### src/rtl/mysoc_arb_defs_pkg.sv
// -----------------------------------------------------------------------------
// mysoc_arb_defs
// Shared definitions for the MySoc two-master read arbiter:
//   - arb_state_e : arbiter FSM encoding (IDLE/ISSUE/WAIT/RESP)
//   - M0, M1      : master identifiers used for winner / last_grant tracking
//   - CNT_W       : width of the slave-latency down-counter
// -----------------------------------------------------------------------------
package mysoc_arb_defs;

  typedef enum logic [1:0] {
    IDLE  = 2'd0,
    ISSUE = 2'd1,
    WAIT  = 2'd2,
    RESP  = 2'd3
  } arb_state_e;

  localparam logic M0 = 1'b0;
  localparam logic M1 = 1'b1;

  localparam int CNT_W = 3;

endpackage : mysoc_arb_defs

### src/rtl/mysoc_rr_pick.sv
// -----------------------------------------------------------------------------
// mysoc_rr_pick
// Combinational round-robin pick between two requesters.
//   req[1:0]    in   request vector, bit i = master i
//   last_grant  in   master granted most recently
//   valid       out  at least one request present
//   winner      out  sole requester, or on a tie the master that did not win last
// -----------------------------------------------------------------------------
module mysoc_rr_pick
  import mysoc_arb_defs::*;
(
  input  logic [1:0] req,
  input  logic       last_grant,
  output logic       valid,
  output logic       winner
);

  // NOTE: every output of a combinational block is given a default before the
  // case so that no path leaves it unassigned, which would infer a latch.
  always_comb begin
    valid  = |req;
    winner = M0;
    case (req)
      2'b01:   winner = M0;
      2'b10:   winner = M1;
      2'b11:   winner = ~last_grant;
      default: winner = M0;
    endcase
  end

endmodule : mysoc_rr_pick

### src/rtl/mysoc_rr_read_arbiter.sv
// -----------------------------------------------------------------------------
// mysoc_rr_read_arbiter
// Shares one read-only Avalon-MM slave between two read masters. Round-robin
// grant, one outstanding transaction, data returned with a one-cycle
// readdatavalid strobe to the winning master.
//
// Parameters
//   ADDR_W        slave address width
//   DATA_W        read data width
//   READ_LATENCY  slave cycles from s_read to valid s_readdata (0..7)
//
// Ports
//   clock, reset_n                  clock / asynchronous active-low reset
//   m0_address, m0_read             master 0 request (read held while stalled)
//   m0_waitrequest                  master 0 stall (combinational)
//   m0_readdata, m0_readdatavalid   master 0 response (data qualified by strobe)
//   m1_*                            identical set for master 1
//   s_address, s_read               registered slave request
//   s_readdata                      slave read data
// -----------------------------------------------------------------------------
module mysoc_rr_read_arbiter
  import mysoc_arb_defs::*;
#(
  parameter int ADDR_W       = 1,
  parameter int DATA_W       = 32,
  parameter int READ_LATENCY = 0
) (
  input  logic              clock,
  input  logic              reset_n,

  input  logic [ADDR_W-1:0] m0_address,
  input  logic              m0_read,
  output logic              m0_waitrequest,
  output logic [DATA_W-1:0] m0_readdata,
  output logic              m0_readdatavalid,

  input  logic [ADDR_W-1:0] m1_address,
  input  logic              m1_read,
  output logic              m1_waitrequest,
  output logic [DATA_W-1:0] m1_readdata,
  output logic              m1_readdatavalid,

  output logic [ADDR_W-1:0] s_address,
  output logic              s_read,
  input  logic [DATA_W-1:0] s_readdata
);

  if (READ_LATENCY < 0 || READ_LATENCY > 7) begin : g_bad_latency
    $error("mysoc_rr_read_arbiter: READ_LATENCY must be in 0..7");
  end

  // Counter is loaded in ISSUE and reaches zero on the cycle the slave data is valid.
  localparam logic [CNT_W-1:0] CNT_LOAD =
    (READ_LATENCY > 0) ? CNT_W'(READ_LATENCY - 1) : '0;

  arb_state_e       state, state_next;
  logic [CNT_W-1:0] cnt;
  logic             win_q;
  logic             last_grant;
  logic             pick_valid;
  logic             pick_winner;
  logic             accept;
  logic             capture;

  mysoc_rr_pick u_pick (
    .req        ({m1_read, m0_read}),
    .last_grant (last_grant),
    .valid      (pick_valid),
    .winner     (pick_winner)
  );

  // reset_n gates the grant so that no master sees waitrequest low while the
  // arbiter is held in reset.
  assign accept  = reset_n && (state == IDLE) && pick_valid;

  assign capture = ((state == ISSUE) && (READ_LATENCY == 0)) ||
                   ((state == WAIT)  && (cnt == '0));

  assign m0_waitrequest   = m0_read && !(accept && (pick_winner == M0));
  assign m1_waitrequest   = m1_read && !(accept && (pick_winner == M1));

  assign m0_readdatavalid = (state == RESP) && (win_q == M0);
  assign m1_readdatavalid = (state == RESP) && (win_q == M1);

  // ---------------------------------------------------------------------------
  // FSM
  // ---------------------------------------------------------------------------
  // NOTE: flops are written with non-blocking assignments so every register
  // samples pre-edge values regardless of statement order.
  always_ff @(posedge clock or negedge reset_n) begin
    if (!reset_n) state <= IDLE;
    else          state <= state_next;
  end

  always_comb begin
    state_next = state;
    case (state)
      IDLE:    if (accept) state_next = ISSUE;
      ISSUE:   state_next = (READ_LATENCY == 0) ? RESP : WAIT;
      WAIT:    if (cnt == '0) state_next = RESP;
      RESP:    state_next = IDLE;
      default: state_next = IDLE;
    endcase
  end

  // ---------------------------------------------------------------------------
  // Datapath: slave request, latency counter, grant tracking, response data
  // ---------------------------------------------------------------------------
  // NOTE: the readdata registers are reset as well as the control flops; they
  // are visible ports with defined reset values, not internal storage.
  always_ff @(posedge clock or negedge reset_n) begin
    if (!reset_n) begin
      s_read      <= 1'b0;
      s_address   <= '0;
      win_q       <= M0;
      last_grant  <= M1;
      cnt         <= '0;
      m0_readdata <= '0;
      m1_readdata <= '0;
    end else begin
      // s_read is high exactly in the ISSUE cycle following an accept.
      s_read <= accept;

      if (accept) begin
        s_address  <= (pick_winner == M1) ? m1_address : m0_address;
        win_q      <= pick_winner;
        last_grant <= pick_winner;
      end

      if (state == ISSUE)                    cnt <= CNT_LOAD;
      else if (state == WAIT && cnt != '0)   cnt <= cnt - 1'b1;

      // Only the winner's register is loaded; the other keeps its last word.
      if (capture) begin
        if (win_q == M0) m0_readdata <= s_readdata;
        else             m1_readdata <= s_readdata;
      end
    end
  end

endmodule : mysoc_rr_read_arbiter

### config.mk
export PLATFORM = sky130hd
export DESIGN_NAME = mysoc_rr_read_arbiter
export DESIGN_NICKNAME = d
export VERILOG_FILES = /design/src/rtl/mysoc_arb_defs_pkg.sv /design/src/rtl/mysoc_rr_pick.sv /design/src/rtl/mysoc_rr_read_arbiter.sv
export SDC_FILE = /design/constraint.sdc
export NUM_CORES = 1
export LEC_CHECK = 0
export ABC_AREA = 1
export ABC_CLOCK_PERIOD_IN_PS = 1400
export BUFFER_PORTS_ARGS = -buffer_cell sky130_fd_sc_hd__buf_2
export CORE_ASPECT_RATIO = 0.8
export CORE_UTILIZATION = 35
export DETAILED_ROUTE_END_ITERATION = 8
export PLACE_DENSITY_LB_ADDON = 0.2
export SKIP_CTS_REPAIR_TIMING = 1
export SLEW_MARGIN = 20
export SYNTH_ARGS = -nofsm -noshare
export SYNTH_HDL_FRONTEND = slang
export SYNTH_SLANG_ARGS = --single-unit
### constraint.sdc
create_clock -name clock -period 1.4 [get_ports clock]
set_input_delay 0.14 -clock clock [delete_from_list [all_inputs] [get_ports clock]]
set_output_delay 0.14 -clock clock [all_outputs]
set_load 0.03 [all_outputs]
==> impl_metrics.json, run 1 <==
{
  "use_met2_pct": 25.6,
  "wire_per_inst_um": 15.4,
  "grt_usage_pct": 17.9,
  "grt_max_degree": 74,
  "critPathRequiredTime_ns": 1.26,
  "rsz0062_at_grt": "yes",
  "worst_setup_path_end_kind": "output port",
  "multi_input_area_mm2": 0.00141,
  "slew_headroom_pct": 70.4,
  "yosysUniqueCellTypes": 21,
  "finalCritPeriodShare_pct": 121,
  "clock_sinks": 73,
  "r2r_start": "state[1]",
  "diodes": 0,
  "yosysSeqAreaShare_pct": 59.8,
  "holdPathStages": 3,
  "yosysTopAreaCell": "dfrtp_1",
  "drt_iter0_markers": 138,
  "synth.top_cell.area_share_pct": 59.0,
  "synth_area_per_cell_um2": 8.96,
  "grt_util_met1_pct": 26.4,
  "grt_util_met3_pct": 5.55,
  "tightestPinTransition_ns": 0.444,
  "rows": 30,
  "cts_buffers": 9,
  "worstPathCellList": "inv_2 -> buf_6 -> ha_4 -> nand2_2 -> inv_2 -> nand2_2 -> inv_2 -> a21oi_2 -> buf_6",
  "cp_max_fo": 3,
  "synth_edf_count": 0,
  "grt_remaining_overflow": 0,
  "viasPerCell": 4.80,
  "max-cap-violations": 0,
  "cp-start-kind": "register",
  "arrival_ns": 1.56,
  "drt_pass1_iterations": 4,
  "final_nets": 533,
  "rrSetupSlack_ns": -0.22,
  "pin_count": 108,
  "vias": 2907,
  "tns_ns": -9.27,
  "gp_congestion": 0.784,
  "ant_nets": 0,
  "status": "complete, but fails checks",
  "die_y_um": 85.6,
  "r2r_end": "m1_readdata[11]",
  "drv_slew": 0,
  "critPathKind": "reg2out",
  "top_usage_layer": "met1",
  "synth_ff_type": "dfrtp_1",
  "syn_area_mm2": 0.00306,
  "rr_worst_depth": 10,
  "power_mw": 14.7,
  "cts_root_buffer": "clkbuf_8",
  "post-dp-hpwl_um": 5220,
  "cts_tree": "yes",
  "power.density_mw_per_mm2": 3060,
  "hold_ws_ns": 0.00715,
  "setup_violations": 70,
  "synth_top_cells_by_area": "dfrtp_1 59%, nand2_1 18%, o21ai_1 6.9%, o21ai_0 3.9%, ha_1 2.5%",
  "cts_buffer_depth": 2,
  "cellLeakagePower_nw": 2.51,
  "synth.most_common_cell": "nand2_1",
  "cp_slowest_cell": "dfrtp_1",
  "antenna_found_initial": 0,
  "synthesis.instances": 341,
  "ys_ff_latch": 73,
  "clk_latency_ns": 0.35,
  "dp_cells": 560,
  "period_needed_ns": 1.70,
  "final_layout_size_suffix_gt1_share_pct": 52.8,
  "place_area_mm2": 0.00381,
  "finClkSkew_ns": 0.0156,
  "ir_drop_mv": 1.24,
  "die_x_um": 106,
  "core_area_mm2": 0.00848,
  "ff_latch_area_mm2": 0.00183,
  "port_buffers": 107,
  "cts-htree-levels": 3,
  "grt_pass1_wl_um": 12600,
  "drc": 0,
  "fillers": 813,
  "max_freq_ghz": 0.589,
  "yosysWarnings": 0,
  "max_stage_delay_ns": 0.39,
  "hold_viol": 0,
  "violations": "negative setup slack",
  "crit_top_cell": "inv_2",
  "first_global_vias": 2473,
  "path_clk_slew_ns": 0.08,
  "synth_top_cells_by_count": "146 x nand2_1, 72 x dfrtp_1, 42 x o21ai_1, 24 x o21ai_0, 14 x inv_1",
  "setup.worst_path.start": "state[1]",
  "min_path_type": "in2reg",
  "start_util_pct": 36.0,
  "setup_slack_ns": -0.296,
  "synth_nets": 385,
  "stdcell_area_mm2": 0.00480,
  "async_reset_ff_share_pct": 100,
  "endpoint": "m0_waitrequest",
  "syn_to_final_growth_pct": 57.2,
  "die_area_mm2": 0.00911,
  "fin_cells": 606,
  "wl_um": 9310
}
[final cells by class]
class,instances,share of cell area [%]
clock inverters,7,0.938
flip-flops and latches,73,38.1
well taps,112,2.92
repair buffers,156,24.9
inverters,15,1.17
multi-input cells,234,29.4
clock buffers,9,2.58
[per-stage QoR]
| step | worst slack (ns) | utilization [%] |
|---|---|---|
| 6_report | -0.296 | 56.6 |
| 3_3_place_gp | -0.307 | 44.9 |
| 5_1_grt | -0.383 | 56.6 |
| 4_1_cts | -0.440 | 46.9 |
| 3_5_place_dp | -0.364 | 44.9 |
| 2_1_floorplan | -0.00903 | - |
[layout by cell type, fill, tap and decap left out]
cell type / n
a21oi_2: 1
a21oi_4: 2
buf_12: 7
buf_2: 102
buf_4: 16
buf_6: 20
buf_8: 3
clkbuf_16: 5
clkbuf_8: 9
clkinv_2: 4
clkinv_4: 1
clkinvlp_4: 1
dfrtp_1: 72
dfstp_2: 1
dlygate4sd3_1: 3
ha_1: 1
ha_4: 5
inv_1: 8
inv_2: 7
inv_6: 1
nand2_1: 131
nand2_2: 14
nand2_4: 1
nand3_1: 5
nand3_2: 1
nand4_1: 1
nor2_1: 1
nor2_4: 3
o21ai_0: 2
o21ai_1: 7
o21ai_2: 56
o21ai_4: 1
o22ai_1: 2
[critical path: cells and delay by family, from the launching register on]
kind | cells | cell delay (ns)
compound gates | 1 | 0.15
flops | 1 | 0.39
fa+ha+maj | 1 | 0.15
simple gates | 2 | 0.12
buf+inv | 5 | 0.39
[routing by layer]
layer / wire, µm / vias up
li1: - / 1395
met1: 4560 / 1424
met2: 4150 / 81
met3: 532 / 7
met4: 66 / 0
met5: 0 / -
[state kept, by name (all words and copies together) (netlist names)]
| name | cells |
|---|---|
| cnt | 3 |
| last_grant | 1 |
| m0_readdata | 32 |
| m1_readdata | 32 |
| s_address | 1 |
| s_read | 1 |
| state | 2 |
| win_q | 1 |
[report_power, final]
part	internal (mW)	switching, mW	total (mW)
Combinational	3.73	5.69	9.42
Sequential	3.14	0.673	3.82
Clock	0.639	0.825	1.46
Total	7.52	7.18	14.7
[cells by family after synthesis]
logic type	after synthesis	synth area share [%]
buf+inv	35	5.81
compound gates	71	12.1
flops	73	59.8
simple gates	156	19.8
fa+ha+maj	6	2.46
[worst min-delay path by stage]
stage / from / to / slack [ns]
2_1_floorplan: reset_n / cnt[0] / -0.16
3_3_place_gp: reset_n / m1_readdata[27] / 0.24
3_5_place_dp: reset_n / m1_readdata[27] / 0.25
4_1_cts: reset_n / m1_readdata[27] / -0.15
5_1_grt: s_readdata[29] / m1_readdata[29] / 0.003
6_report: s_readdata[16] / m1_readdata[16] / 0.007
(Power assumes the default switching activity.)
==> inputs of run 2 (changes only) <==
Settings changed: SETUP_SLACK_MARGIN set to 0.05.
==> impl_metrics.json, run 2 (same netlist as run 1, synthesis figures left out) <==
{
  "status": "complete, but fails checks",
  "violations": "negative setup slack",
  "cts_tree": "yes",
  "cts_buffers": 9,
  "period_needed_ns": 1.70,
  "core_area_mm2": 0.00848,
  "clock_sinks": 73,
  "slew_headroom_pct": 71.4,
  "fin_util_pct": 54.9,
  "viasPerCell": 4.74,
  "drt_pass1_iterations": 4,
  "r2r_start": "state[1]",
  "drv_slew": 0,
  "ir_drop_mv": 1.04,
  "hold_ws_ns": 0.00370,
  "wl_um": 9370,
  "arrival_ns": 1.56,
  "max_stage_delay_ns": 0.37,
  "setup_slack_ns": -0.297,
  "die_area_mm2": 0.00911,
  "syn_to_final_growth_pct": 52.5,
  "start_util_pct": 36.0,
  "post-dp-hpwl_um": 5100,
  "dp_slack_ns": -0.324,
  "hold_viol": 0,
  "drc": 0,
  "grt_remaining_overflow": 0,
  "cp_max_fo": 2,
  "critPathKind": "reg2out",
  "rows": 30,
  "antenna_found_initial": 0,
  "final_cell_mix": "142 x nand2_1, 102 x buf_2, 72 x dfrtp_1",
  "die_y_um": 85.6,
  "largestRegisters": "m0_readdata: 32 flops, m1_readdata: 32 flops, cnt: 3 flops",
  "pin_count": 108,
  "diodes": 0,
  "port_buffers": 107,
  "die_x_um": 106,
  "vias": 2894,
  "finClkSkew_ns": 0.00884,
  "wire_per_inst_um": 15.4,
  "worstPathCellList": "inv_2 -> buf_4 -> ha_4 -> nand2_2 -> inv_2 -> buf_6 -> a21oi_4 -> buf_6",
  "layout_commonest_cell": "nand2_1",
  "cts-htree-levels": 3,
  "path_delay_family": "buffers and inverters",
  "rrSetupSlack_ns": -0.25,
  "drt_iter0_markers": 165,
  "r2r_end": "m0_readdata[24]",
  "cellLeakagePower_nw": 2.48,
  "worst_setup_path_end_kind": "output port",
  "grt_max_degree": 74,
  "rr_worst_depth": 8,
  "final_layout_size_suffix_gt1_share_pct": 40.4,
  "endpoint": "m1_waitrequest",
  "setup_violations": 68,
  "tightestPinTransition_ns": 0.429,
  "first_global_vias": 2591,
  "cts_root_buffer": "clkbuf_8",
  "gp_congestion": 0.758,
  "finalCritPeriodShare_pct": 121,
  "clk_latency_ns": 0.35,
  "grt_usage_pct": 18.5,
  "cp_slowest_cell": "dfrtp_1",
  "ant_nets": 0,
  "crit_buf_inv": 5,
  "setup.worst_path.start": "state[0]",
  "rsz0062_at_grt": "yes",
  "min_path_type": "in2reg",
  "cts_buffer_depth": 2,
  "cp-start-kind": "register",
  "final_nets": 537,
  "critPathRequiredTime_ns": 1.26,
  "power.density_mw_per_mm2": 3000,
  "grt_pass1_wl_um": 12900,
  "max_freq_ghz": 0.589,
  "path_clk_slew_ns": 0.08,
  "max-cap-violations": 0,
  "cp_num_cells": 8
}
==> run 2: changes by cell type in the layout (fill, tap and decap cells not counted), moves of 2 or more <==
cell           before  now
o21ai_2            56    9
o21ai_1             7   49
nand2_1           131  142
nand2_2            14    3
dlygate4sd3_1       3   10
buf_6              20   14
o21ai_0             2    8
buf_4              16   19
clkbuf_8            9   11
ha_2                0    2
==> run 2: worst reg2reg max path: stages, from the launching register on <==
cell and delay [ns]:
dfrtp_1 0.39, buf_4 0.14, ha_2 0.19, a21oi_4 0.25, buf_8 0.19, buf_6 0.15, clkbuf_16 0.15, o21ai_1 0.06
nand2_1 0.07
==> run 2: metal layers <==
metal | vias up | part of all wire (%) | routed length (µm) | track usage [%]
met2 | 103 | 44 | 4140 | 27.7
met4 | 0 | 1.4 | 131 | 4.86
met1 | 1381 | 48 | 4480 | 25.3
met3 | 14 | 6.6 | 619 | 6.76
li1 | 1396 | - | - | -
met5 | - | 0 | 0 | 0
==> run 2: worst min path at each step <==
stage	cells past startpoint	startpoint	slack, ns	endpoint
after floorplan	0	reset_n	-0.16	cnt[0]
after global placement	2	reset_n	0.24	m1_readdata[24]
after detailed placement	2	reset_n	0.24	m1_readdata[25]
after CTS	2	reset_n	-0.15	m0_readdata[26]
after global routing	3	s_readdata[10]	0.002	m0_readdata[10]
final	3	s_readdata[13]	0.004	m0_readdata[13]
==> run 2: final cells by class <==
type | instances | area, µm²
Timing Repair Buffer | 160 | 1230
Multi-Input combinational cell | 234 | 1200
Clock inverter | 5 | 53.8
Tap cell | 112 | 140
Fill cell | 791 | 3820
Clock buffer | 11 | 151
Sequential cell | 73 | 1830
Inverter | 15 | 56.3
==> run 2: power breakdown <==
part | switching (mW) | internal (mW)
Clock | 0.797 | 0.915
Combinational | 5.28 | 3.32
Sequential | 0.523 | 3.14
==> run 2: stage by stage <==
step	instance area [µm²]	std cells	power, mW	TNS [ns]
final	4660	610	14.0	-13.55
after global routing	4660	610	14.9	-18.93
after CTS	4040	575	11.9	-15.83
after detailed placement	3830	559	10.1	-13.21
after global placement	3830	559	10.0	-11.64
after floorplan	3110	341	8.20	0
